==> config.mk <==
export PLATFORM = sky130hd
export DESIGN_NAME = seq_mult_ctrl
export DESIGN_NICKNAME = d
export VERILOG_FILES = /design/src/rtl/mult_pkg.sv /design/src/rtl/mult_step_cnt.sv /design/src/rtl/seq_mult_ctrl.sv
export SDC_FILE = /design/constraint.sdc
export NUM_CORES = 1
export LEC_CHECK = 0
export BUFFER_PORTS_ARGS = -buffer_cell sky130_fd_sc_hd__buf_2
export CAP_MARGIN = 20
export CORE_UTILIZATION = 48
export DETAILED_ROUTE_END_ITERATION = 8
export PLACE_DENSITY = 0.73
export SKIP_LAST_GASP = 1
export SLEW_MARGIN = 20
export SYNTH_ARGS = -nofsm -noshare
export SYNTH_HDL_FRONTEND = slang
export SYNTH_HIERARCHICAL = 1
export SYNTH_SLANG_ARGS = --single-unit
==> constraint.sdc <==
create_clock -name clk -period 3.2 [get_ports clk]
set_input_delay 0.16 -clock clk [delete_from_list [all_inputs] [get_ports clk]]
set_output_delay 0.16 -clock clk [all_outputs]
set_load 0.05 [all_outputs]
==> src/rtl/mult_pkg.sv <==
// Shared types and constants for the sequential shift-add multiplier.
package mult_pkg;

  // Default operand width in bits.
  localparam int unsigned DefaultWidth = 4;

  // Controller states.
  typedef enum logic [2:0] {
    StIdle  = 3'd0,
    StLoad  = 3'd1,
    StAdd   = 3'd2,
    StShift = 3'd3,
    StDone  = 3'd4
  } state_e;

  // Counter restart value: one step fewer than the number of iterations.
  function automatic int unsigned cnt_init(input int unsigned width);
    return width - 1;
  endfunction

endpackage

==> src/rtl/mult_step_cnt.sv <==
// Down-counter that paces the multiplier iterations.
// load restarts the count at cnt_init(Width) and wins over step; done is a
// registered flag, high when the count is zero and no strobe was applied in
// the previous cycle.
module mult_step_cnt
  import mult_pkg::*;
#(
  parameter int unsigned Width = DefaultWidth
) (
  input  logic clk,
  input  logic rst_n,
  input  logic load,
  input  logic step,
  output logic done
);

  localparam int unsigned CntW = (Width > 2) ? $clog2(Width) : 1;
  localparam logic [CntW-1:0] CntLoad = CntW'(cnt_init(Width));

  logic [CntW-1:0] count_q, count_d;
  logic            done_q, done_d;

  // Next count and done flag.
  always_comb begin
    count_d = count_q;
    if (load) begin
      count_d = CntLoad;
    end else if (step) begin
      count_d = count_q - 1'b1;
    end
    done_d = (count_q == '0) && !load && !step;
  end

  // Count and flag registers.
  always_ff @(posedge clk or negedge rst_n) begin
    if (!rst_n) begin
      count_q <= '0;
      done_q  <= 1'b0;
    end else begin
      count_q <= count_d;
      done_q  <= done_d;
    end
  end

  assign done = done_q;

endmodule

==> src/rtl/seq_mult_ctrl.sv <==
// Shift-add controller and datapath for an unsigned sequential multiplier.
// One ADD/SHIFT pair per multiplier bit; an external step counter paces the
// iterations through cnt_load/cnt_step and reports the end through cnt_done.
// Build option: define MULT_INT_CNT_EN to use an internal mult_step_cnt
// instead of the cnt_done port (the strobes are still driven on the ports).
module seq_mult_ctrl
  import mult_pkg::*;
#(
  parameter int unsigned WIDTH = DefaultWidth
) (
  input  logic               clk,
  input  logic               rst_n,
  input  logic               start,
  input  logic [WIDTH-1:0]   a,
  input  logic [WIDTH-1:0]   b,
  output logic               cnt_load,
  output logic               cnt_step,
  input  logic               cnt_done,
  output logic               busy,
  output logic               valid,
  output logic [2*WIDTH-1:0] product
);

  state_e state_q, state_d;

  logic [WIDTH-1:0]   mcand_q, mcand_d;
  logic [WIDTH-1:0]   mplier_q, mplier_d;
  logic [WIDTH-1:0]   acc_hi_q, acc_hi_d;
  logic [WIDTH-1:0]   acc_lo_q, acc_lo_d;
  logic               carry_q, carry_d;
  logic [2*WIDTH-1:0] product_q, product_d;
  logic               valid_q, valid_d;
  logic               busy_q, busy_d;

  logic               done;
  logic [WIDTH:0]     sum;
  logic [2*WIDTH:0]   shifted;

`ifdef MULT_INT_CNT_EN
  logic unused_cnt_done;
  assign unused_cnt_done = cnt_done;

  mult_step_cnt #(
    .Width(WIDTH)
  ) u_step_cnt (
    .clk  (clk),
    .rst_n(rst_n),
    .load (cnt_load),
    .step (cnt_step),
    .done (done)
  );
`else
  assign done = cnt_done;
`endif

  // Add with carry kept, and the combined {carry, acc_hi, acc_lo} right shift.
  assign sum     = {1'b0, acc_hi_q} + {1'b0, mcand_q};
  assign shifted = {carry_q, acc_hi_q, acc_lo_q} >> 1;

  // Next-state, datapath updates and counter strobes.
  always_comb begin
    state_d   = state_q;
    mcand_d   = mcand_q;
    mplier_d  = mplier_q;
    acc_hi_d  = acc_hi_q;
    acc_lo_d  = acc_lo_q;
    carry_d   = carry_q;
    product_d = product_q;
    valid_d   = valid_q;
    busy_d    = busy_q;
    cnt_load  = 1'b0;
    cnt_step  = 1'b0;

    unique case (state_q)
      StIdle: begin
        if (start) begin
          mcand_d  = a;
          mplier_d = b;
          acc_hi_d = '0;
          acc_lo_d = '0;
          carry_d  = 1'b0;
          valid_d  = 1'b0;
          busy_d   = 1'b1;
          state_d  = StLoad;
        end
      end
      StLoad: begin
        cnt_load = 1'b1;
        state_d  = StAdd;
      end
      StAdd: begin
        if (mplier_q[0]) begin
          {carry_d, acc_hi_d} = sum;
        end
        state_d = StShift;
      end
      StShift: begin
        // Low product bits collect in acc_lo as the multiplier shifts out.
        {acc_hi_d, acc_lo_d} = shifted[2*WIDTH-1:0];
        carry_d  = 1'b0;
        mplier_d = mplier_q >> 1;
        if (done) begin
          state_d = StDone;
        end else begin
          cnt_step = 1'b1;
          state_d  = StAdd;
        end
      end
      StDone: begin
        product_d = {acc_hi_q, acc_lo_q};
        valid_d   = 1'b1;
        busy_d    = 1'b0;
        state_d   = StIdle;
      end
      default: begin
        state_d = StIdle;
      end
    endcase
  end

  // State and datapath registers.
  always_ff @(posedge clk or negedge rst_n) begin
    if (!rst_n) begin
      state_q   <= StIdle;
      mcand_q   <= '0;
      mplier_q  <= '0;
      acc_hi_q  <= '0;
      acc_lo_q  <= '0;
      carry_q   <= 1'b0;
      product_q <= '0;
      valid_q   <= 1'b0;
      busy_q    <= 1'b0;
    end else begin
      state_q   <= state_d;
      mcand_q   <= mcand_d;
      mplier_q  <= mplier_d;
      acc_hi_q  <= acc_hi_d;
      acc_lo_q  <= acc_lo_d;
      carry_q   <= carry_d;
      product_q <= product_d;
      valid_q   <= valid_d;
      busy_q    <= busy_d;
    end
  end

  assign busy    = busy_q;
  assign valid   = valid_q;
  assign product = product_q;

endmodule

# Word-level counts from Yosys, hierarchy flattened
# Index checks and enable logic that the tools add are counted.
# word_totals
ff_bits	30
elab_cells	42
in_bits	12
# classes
n_eq_ne	6
add_sub_neg	1
n_mux	18
n_reduce_logical	8
# ops
op	n
$pmux 4 s2	2
$mux 4	3
$pmux 3 s4	1
$pmux 4 s3	1
$eq 3x2->1 const B	2
$mux 1	6
$mux 3	2
$reduce_and 2->1	3
$add 4x4->5	1
$ne 2x2->1 const B	2
$pmux 1 s2	2
$reduce_bool 2->1	2
$eq 3x1->1 const B	1
$eq 3x3->1 const B	1
$logic_not 3->1	1
$pmux 1 s3	1
$reduce_and 3->1	1
$reduce_bool 3->1	1

# Longest topological paths before layout
# Gate-level depths: netlist of the first run.
# depth
ltp_word	3
mapped_depth	6
depth_no_buf	6

# Worst setup path before layout of the first run
# Ideal clock, no wire load.
# synth_path
path_kind	flip-flop to output port
startpoint	reg state_q[2]
endpoint	out cnt_step
required_time_ps	3040
arrival_ps	1760
stages_incl_launch_ff	6
path_slack_ps	1280
path_buffers	3
cell_sequence	dfrtp_1 > buf_2 > and3b_1 > buf_2 > buf_2 > nor2b_1
# synth_via
elab_chain_cells	2
# synth_lines
element	line_no	source
from (decl)	seq_mult_ctrl.sv:24	state_e state_q, state_d;
from (signal assigned)	seq_mult_ctrl.sv:124	state_q <= StIdle;
from (signal assigned)	seq_mult_ctrl.sv:134	state_q <= state_d;
$eq 3x2->1	seq_mult_ctrl.sv:74	unique case (state_q)
$mux 1	seq_mult_ctrl.sv:74	
to (decl)	seq_mult_ctrl.sv:17	output logic cnt_step,
# No other way between the ends.

# Worst setup path after layout of the first run
# layout_path
startpoint	reg state_q[1]
endpoint	out cnt_step
# The elaborated chain is that of the path after synthesis.

==> results of run 1 <==
-- Yosys cell counts, drive strengths merged (2+ instances only) --
library cell | n | share of area
a22o | 4 | 0.025
buf | 7 | 0.033
nand2 | 3 | 0.0081
nor2b | 2 | 0.0090
nor3 | 2 | 0.0072
a22oi | 3 | 0.016
mux2 | 12 | 0.097
o21ai | 6 | 0.022
nor2 | 8 | 0.022
and3 | 2 | 0.0090
nor3b | 2 | 0.011
a21oi | 7 | 0.033
mux2i | 5 | 0.036
inv | 3 | 0.0081
dfrtp | 30 | 0.54
and2 | 2 | 0.0090
ha | 4 | 0.036
-- stage by stage --
step | hold WS [ns] | area [um^2] | power, mW
after detailed placement | 0.222 | 1510 | 1.57
after global placement | 0.215 | 1510 | 1.53
final | 0.0643 | 1570 | 1.76
after CTS | 0.0545 | 1570 | 1.78
after floorplan | -0.136 | 1390 | 1.40
after global routing | 0.0450 | 1570 | 1.89
-- how the worst max path moves through the flow --
stage	from	end	slack [ns]	depth (start not counted)
after floorplan	state_q[2]	cnt_step	1.28	5
after global placement	state_q[2]	mcand_q[0]	1.44	3
after detailed placement	state_q[2]	mcand_q[0]	1.39	3
after CTS	state_q[1]	cnt_step	1.11	3
after global routing	state_q[1]	cnt_step	0.99	3
final	state_q[1]	cnt_step	1.13	3
-- power by group through the flow --
stage          Clock [mW]  Combinational, mW  Sequential, mW
3_3_place_gp            0              0.839           0.686
2_1_floorplan           0              0.589           0.810
6_report            0.198              0.869           0.693
4_1_cts             0.207              0.875           0.695
5_1_grt             0.224              0.955           0.713
3_5_place_dp            0              0.871           0.701
-- state kept, by name (all words and copies together), names as in the netlist --
register,count
product,8
acc_lo_q,4
busy,1
carry_q,1
valid,1
state_q,3
acc_hi_q,4
mplier_q,4
mcand_q,4
-- cells by family (layout without fill, tap and decap cells) --
kind of cell / after synthesis / in the layout / synth area share
fa+ha+maj: 5 / 5 / 0.0503
flops: 30 / 30 / 0.539
buf+inv: 10 / 35 / 0.0413
compound gates: 25 / 25 / 0.127
simple gates: 25 / 25 / 0.103
xor+xnor: 1 / 1 / 0.00628
mux: 17 / 17 / 0.133
-- cell type report --
type,instances,area [um^2],share of cell area
Clock inverter,2,10.0,0.00639
Tap cell,31,38.8,0.0248
Multi-Input combinational cell,73,586,0.374
Clock buffer,5,37.5,0.0240
Timing Repair Buffer,25,133,0.0847
Sequential cell,30,751,0.479
Inverter,3,11.3,0.00719
-- per-layer routing --
layer	global-route usage	vias to the layer above	share of wire
met5	0	-	0
met4	0.0732	0	0.020
met3	0.0767	6	0.061
met2	0.281	25	0.46
met1	0.233	456	0.45
li1	-	455	-
-- timing repair --
item,in CTS,in global routing
gates resized for setup,0,0
hold buffers,1,0
hold endpoints to repair,30,0
-- critical path, stage by stage (launching register included) --
cell     delay [ns]
dfrtp_1        0.54
and3b_1        0.58
nor2b_1        0.19
buf_2          0.26
==> out/metrics.yaml, run 1 <==
cts_setup_buffers: 0
fp.dieArea_um2: 3120
min_from: "a[0]"
final_util: 0.568
switching_share: 0.453
async_reset_ff_frac: 1.00
cp_max_fo: 17
clk_pin_slew_worst_paths_ns: 0.08
syn_nets: 130
firstDrtPassIters: 4
ir_drop_mv: 0.691
grt_max_degree: 31
maxCapViolCount: 0
crit_path_start_kind: "flip-flop"
cts_root_buf: "clkbuf_4"
power.combinational.fraction: 0.494
syn_to_final_growth_pct: 12.4
holdPathEnd: "mcand_q[0]"
clk_path_buf_depth: 2
wl_um: 2420
period_share: 0.647
gp_congestion: 0.850
synth_edf_count: 0
internal-power_mw: 0.963
core_um2: 2760
grt_pass1_wl_um: 4250
min_path_type: "primary input to flip-flop"
insertion_delay_ns: 0.32
synthCells: 113
seqPwrFrac: 0.394
cts_buffers: 5
die_y_um: 55.9
final_cell_mix: "30 x dfrtp_1, 23 x buf_2, 12 x mux2_2"
fmax_mhz: 483
grt_pass1_vias: 927
dp_cells: 161
clock-sinks: 30
grt.overflow.total: 0
reg2reg_depth: 3
switchingPower_mw: 0.797
die_x_um: 55.9
worst_pin_slew_ns: 0.708
timing.rr.start: "state_q[2]"
nNetsFinal: 155
drive_gt1_frac: 0.341
fin_worst_skew_ns: 0.00438
required_ns: 3.04
rsz0062_at_grt: "false"
layout_commonest_cell: "dfrtp_1"
seq_area_frac_synth: 0.539
detail-route-antenna-nets: 0
clkPwrFrac: 0.112
cts_tree: "built"
vias_per_cell: 5.57
port_buffers: 23
synth.avg_cell_area_um2: 12.3
finalSetupTns_ns: 0
synth_seq_cells: 30
drtIter0Drc: 28
slew_headroom: 0.527
antenna_cells: 0
synth_ff_type: "dfrtp_1"
r2r_slack_ns: 1.36
crit_type: "flip-flop to primary output"
synth_cell_types: 32
status: "completed"
p_leak_nw: 0.756
worstPathArrival_ns: 1.91
fin_crit_ns: 2.07
hold_viol: 0
track_usage: 0.184
timing.final.max_slew_violations: 0
start_util: 0.505
hold_depth: 2
cp-end-kind: "primary output"
worst_slack_ns: 1.13
fin_cells: 169
pre_cts_slack_ns: 1.39
dp_hpwl_um: 1740
cts.htree.levels: 2
syn_area_um2: 1390
avgRoutedWirePerCell_um: 14.3
ios: 24
power_density_nw_per_um2: 1120
remaining_drc_errors: 0
nFillCells: 249
std_cell_rows: 19
antenna_found_initial: 0
num_vias: 942
synth_warnings: 6
worst_r2r_endpoint: "mcand_q[0]"
setup_viol_count_final: 0
Power figures use the tool's default switching activity.
==> run 2, diff against run 1 <==
==> constraint.sdc (replaced) <==
create_clock -name clk -period 2.1 [get_ports clk]
set_input_delay 0.105 -clock clk [delete_from_list [all_inputs] [get_ports clk]]
set_output_delay 0.105 -clock clk [all_outputs]
set_load 0.05 [all_outputs]
==> run 2 against run 1 <==
Effect of this change: first-iteration DRC count is 7.1% higher; critical path depth unchanged; via count is 0.74% higher; flip-flop and latch count unchanged; largest cell class unchanged; final area grew 2.8%.
==> out/metrics.yaml, run 2 (synthesis gave the netlist of run 1 again) <==
worst_r2r_endpoint: "acc_hi_q[3]"  # was mcand_q[0]
timing.final.max_slew_violations: 0  # unchanged
final_cell_mix: "30 x dfrtp_1, 23 x buf_2, 12 x mux2_2"  # unchanged
hold_viol: 0  # unchanged
status: "completed"  # unchanged
clkPwrFrac: 0.127  # was 0.112
die_y_um: 55.9  # unchanged
cts_buffers: 5  # unchanged
power.combinational.fraction: 0.487  # was 0.494
wl_met2_um: 1150  # was 1120 um
clock-sinks: 30  # unchanged
start_util: 0.505  # unchanged
power_density_nw_per_um2: 1680  # was 1120 nW/um^2
cts.htree.levels: 2  # unchanged
track_usage: 0.178  # was 0.184
setup_viol_count_final: 0  # unchanged
maxCapViolCount: 0  # unchanged
crit_path_start_kind: "flip-flop"  # unchanged
min_from: "a[2]"  # was a[0]
clk_path_buf_depth: 2  # unchanged
port_buffers: 23  # unchanged
cts_tree: "built"  # unchanged
period_share: 0.863
cts_root_buf: "clkbuf_4"  # unchanged
grt_max_degree: 31  # unchanged
gp_congestion: 0.838  # was 0.850
seqPwrFrac: 0.386  # was 0.394
crit_type: "flip-flop to primary output"  # unchanged
antenna_cells: 0  # unchanged
ir_drop_mv: 0.997  # was 0.691 mV
worst_pin_slew_ns: 0.645  # was 0.708 ns
timing.rr.start: "acc_hi_q[2]"  # was state_q[2]
fin_crit_ns: 1.81
min_path_type: "primary input to flip-flop"  # unchanged
cp-end-kind: "primary output"  # unchanged
largest_register_ffs: 8  # unchanged
met1_length_um: 1050  # was 1100 um
reg2reg_depth: 5  # was 3
cts_setup_buffers: 0  # unchanged
core_um2: 2760  # unchanged
detail-route-antenna-nets: 0  # unchanged
nNetsFinal: 158  # was 155
antenna_found_initial: 0  # unchanged
grt_pass1_vias: 927  # unchanged
internal-power_mw: 1.52  # was 0.963 mW
drive_gt1_frac: 0.338  # was 0.341
num_vias: 949  # was 942
switching_share: 0.441  # was 0.453
drtIter0Drc: 30  # was 28
finalSetupTns_ns: 0  # unchanged
worstPathArrival_ns: 1.71  # was 1.91 ns
ios: 24  # unchanged
avgRoutedWirePerCell_um: 13.7  # was 14.3 um
fp.dieArea_um2: 3120  # unchanged
vias_per_cell: 5.49  # was 5.57
clk_pin_slew_worst_paths_ns: 0.09  # was 0.08 ns
required_ns: 2.00  # was 3.04 ns
insertion_delay_ns: 0.32  # about the same
r2r_slack_ns: 0.48  # was 1.36 ns
layout_commonest_cell: "dfrtp_1"  # unchanged
die_x_um: 55.9  # unchanged
switchingPower_mw: 1.20  # was 0.797 mW
p_leak_nw: 0.772  # was 0.756 nW
grt_pass1_wl_um: 4130  # was 4250 um
grt.overflow.total: 0  # unchanged
wl_um: 2370  # was 2420 um
dp_hpwl_um: 1670  # was 1740 um
syn_to_final_growth_pct: 15.5  # was 12.4%
cp_max_fo: 17  # unchanged
slew_headroom: 0.570  # was 0.527
wl_met3_um: 129  # was 148 um
fmax_mhz: 552
holdPathEnd: "mcand_q[2]"  # was mcand_q[0]
fin_worst_skew_ns: 0.00861  # was 0.00438 ns
rsz0062_at_grt: "false"  # unchanged
firstDrtPassIters: 4  # unchanged
remaining_drc_errors: 0  # unchanged
totalPowerFinal_mw: 2.71  # was 1.76 mW
hold_depth: 2  # unchanged
std_cell_rows: 19  # unchanged
top_layer: "met4"  # unchanged
-- run 2: metal layers --
| metal | vias to the layer above | track usage |
|---|---|---|
| li1 | 462 | - |
| met1 | 457 | 0.212 |
| met2 | 24 | 0.291 |
| met3 | 6 | 0.0651 |
| met4 | 0 | 0.0732 |
| met5 | - | 0 |
-- run 2: timing repair --
item / 4_1_cts / 5_1_grt
endpoints found under the hold margin: 32 / 1
endpoints found under the setup margin: 0 / 1
gates resized for setup: 0 / 1
hold buffers: 3 / 1
-- run 2: layout make-up --
class / count / area (um^2)
inverter: 3 / 11.3
fill: 247 / 1150
clock inverter: 1 / 5.00
tap: 31 / 38.8
sequential: 30 / 751
multi-input combinational: 73 / 587
timing repair buffer: 28 / 163
clock buffer: 7 / 55.1
-- run 2: worst max-delay path by stage --
stage               startpoint        to  slack [ns]  cells past startpoint
CTS                 state_q[2]  cnt_step        0.11                      3
detailed placement  state_q[2]  cnt_step        0.46                      3
finish              state_q[2]  cnt_step        0.29                      3
floorplan           state_q[2]  cnt_step        0.23                      5
global route        state_q[0]  cnt_step        0.17                      3
global placement    state_q[2]  cnt_step        0.51                      3
-- run 2: power by group through the flow --
stage | logic [mW] | clock network [mW] | registers, mW
2_1_floorplan | 0.898 | 0 | 1.23
3_3_place_gp | 1.29 | 0 | 1.04
3_5_place_dp | 1.31 | 0 | 1.06
4_1_cts | 1.33 | 0.360 | 1.05
5_1_grt | 1.46 | 0.387 | 1.09
6_report | 1.32 | 0.345 | 1.05
-- run 2: critical path, stage by stage (launching register included) --
cell	delay [ns]
dfrtp_1	0.49
and3b_2	0.47
nor2b_1	0.17
buf_2	0.26
-- run 2: metrics by stage --
stage                     instance area (um^2)  std cells  setup WS (ns)  hold slack, ns  utilization
after floorplan                           1390        113          0.235          -0.191            -
after detailed placement                  1510        161          0.465           0.169        0.547
after global placement                    1510        161          0.515           0.164        0.547
final                                     1610        173          0.288          0.0199        0.584
after CTS                                 1600        172          0.107         0.00581        0.580
after global routing                      1610        173          0.171          0.0211        0.584
==> run 3, diff against run 2 <==
--- a/config.mk
+++ b/config.mk
@@ -8,6 +8,7 @@
 export BUFFER_PORTS_ARGS = -buffer_cell sky130_fd_sc_hd__buf_2
 export CAP_MARGIN = 20
 export CORE_UTILIZATION = 48
+export CTS_BUF_LIST = sky130_fd_sc_hd__clkbuf_16
 export DETAILED_ROUTE_END_ITERATION = 8
 export PLACE_DENSITY = 0.73
 export SKIP_LAST_GASP = 1
==> run 3 against run 2 <==
Effect of this change: sequential power barely moved; combinational power barely moved; power rose by 11%.
==> out/metrics.yaml, run 3 (synthesis gave the netlist of run 1 again) <==
r2r_slack_ns: 0.48  # about the same
gp_congestion: 0.838  # unchanged
period_share: 0.913  # was 0.863
core_um2: 2760  # unchanged
worstPathArrival_ns: 1.81  # was 1.71 ns
clock-sinks: 30  # unchanged
grt.overflow.total: 0  # unchanged
vias_per_cell: 5.61  # was 5.49
syn_to_final_growth_pct: 18.9  # was 15.5%
insertion_delay_ns: 0.27  # was 0.32 ns
antenna_cells: 0  # unchanged
port_buffers: 23  # unchanged
path_cells: "and3b_1 > nor2b_1 > buf_2"  # was and3b_2 > nor2b_1 > buf_2
crit_type: "flip-flop to primary output"  # unchanged
drive_gt1_frac: 0.331  # was 0.338
largest_register_ffs: 8  # unchanged
fp.dieArea_um2: 3120  # unchanged
required_ns: 2.00  # about the same
ir_drop_mv: 1.04  # was 0.997 mV
wl_um: 2380  # was 2370 um
cp_max_fo: 17  # unchanged
totalPowerFinal_mw: 3.02  # was 2.71 mW
crit_path_start_kind: "flip-flop"  # unchanged
fin_worst_skew_ns: 0.00572  # was 0.00861 ns
layout_commonest_cell: "dfrtp_1"  # unchanged
cts_resized: 0  # unchanged
final_cell_mix: "30 x dfrtp_1, 23 x buf_2, 12 x mux2_2"  # unchanged
slew_headroom: 0.558  # was 0.570
num_vias: 954  # was 949
timing.final.max_slew_violations: 0  # unchanged
setup_viol_count_final: 0  # unchanged
drtIter0Drc: 11  # was 30
fmax_mhz: 522  # was 552 MHz
remaining_drc_errors: 0  # unchanged
nFillCells: 236  # was 247
clk_pin_slew_worst_paths_ns: 0.05  # was 0.09 ns
cts_hold_buf: 1  # was 3
final_cell_area_um2: 1660  # was 1610 um^2
cts_setup_buffers: 0  # unchanged
grt_max_degree: 31  # unchanged
start_util: 0.505  # unchanged
nNetsFinal: 155  # was 158
track_usage: 0.179  # was 0.178
status: "completed"  # unchanged
die_x_um: 55.9  # unchanged
maxCapViolCount: 0  # unchanged
cts_root_buf: "clkbuf_16"  # was clkbuf_4
cp_slowest_cell: "and3b_1"  # was dfrtp_1
power_density_nw_per_um2: 1820  # was 1680 nW/um^2
cts_buffers: 5  # unchanged
fin_crit_ns: 1.92  # was 1.81 ns
cts.htree.levels: 2  # unchanged
detail-route-antenna-nets: 0  # unchanged
worst_path_largest_cell_delay_ns: 0.61  # was 0.49 ns
finalSetupTns_ns: 0  # unchanged
firstDrtPassIters: 4  # unchanged
p_leak_nw: 0.797  # was 0.772 nW
grt_pass1_vias: 902  # was 927
min_path_type: "primary input to flip-flop"  # unchanged
cp-end-kind: "primary output"  # unchanged
rsz0062_at_grt: "false"  # unchanged
dp_hpwl_um: 1670  # unchanged
avgRoutedWirePerCell_um: 14.0  # was 13.7 um
clk_path_buf_depth: 2  # unchanged
cts_tree: "built"  # unchanged
std_cell_rows: 19  # unchanged
ios: 24  # unchanged
hold_viol: 0  # unchanged
worst_pin_slew_ns: 0.662  # was 0.645 ns
antenna_found_initial: 0  # unchanged
die_y_um: 55.9  # unchanged
grt_pass1_wl_um: 4130  # unchanged
place_area_um2: 1510  # unchanged
run 3: cell count changes in the layout (fill, tap and decap cells not counted):
cell,before,now
dlygate4sd3_1,4,1
clkbuf_8,1,0
clkbuf_16,0,5
clkbuf_4,5,0
and3b_1,0,1
clkinv_1,0,1
clkbuf_1,1,0
and3b_2,1,0
inv_1,3,4
run 3: area by class of cell:
type	instances	area, um^2	area share
flip-flops and latches	30	751	0.453
clock buffers	5	125	0.0755
clock inverters	3	12.5	0.00755
inverters	3	11.3	0.00680
well taps	31	38.8	0.0234
repair buffers	25	133	0.0801
multi-input cells	73	586	0.353
run 3: metrics by stage:
stage,setup slack [ns],utilization,cells,hold slack (ns)
after detailed placement,0.465,0.547,161,0.169
after CTS,0.179,0.601,170,0.0646
final,0.183,0.601,170,0.0680
after floorplan,0.235,-,113,-0.191
after global routing,0.0450,0.601,170,0.0672
after global placement,0.515,0.547,161,0.164
run 3: path summary, 6_finish.rpt:
kind                                   from     endpoint  depth (start not counted)
max in group asynchronous             rst_n   mcand_q[0]                          2
min in group asynchronous             rst_n   mcand_q[2]                          2
worst min-delay path                   a[1]   mcand_q[1]                          2
worst max register to register  acc_hi_q[2]  acc_hi_q[3]                          5
worst max-delay path             state_q[2]     cnt_step                          3
worst min register to register        valid        valid                          1
run 3: critical path: cells and delay by family (launching register included):
| family | cells | cell delay [ns] |
|---|---|---|
| simple gates | 2 | 0.80 |
| flops | 1 | 0.48 |
| buf+inv | 1 | 0.27 |
run 3: power breakdown:
group	internal [mW]	switching [mW]	total [mW]
Clock	0.425	0.220	0.645
Combinational	0.521	0.798	1.32
Sequential	0.832	0.219	1.05
Total	1.78	1.24	3.02
run 3: per-layer routing:
layer,vias up,GRT usage,wire length [um]
met4,0,0.0836,38
met1,467,0.217,1040
li1,454,-,-
met2,28,0.286,1170
met3,5,0.0651,132
met5,-,0,0
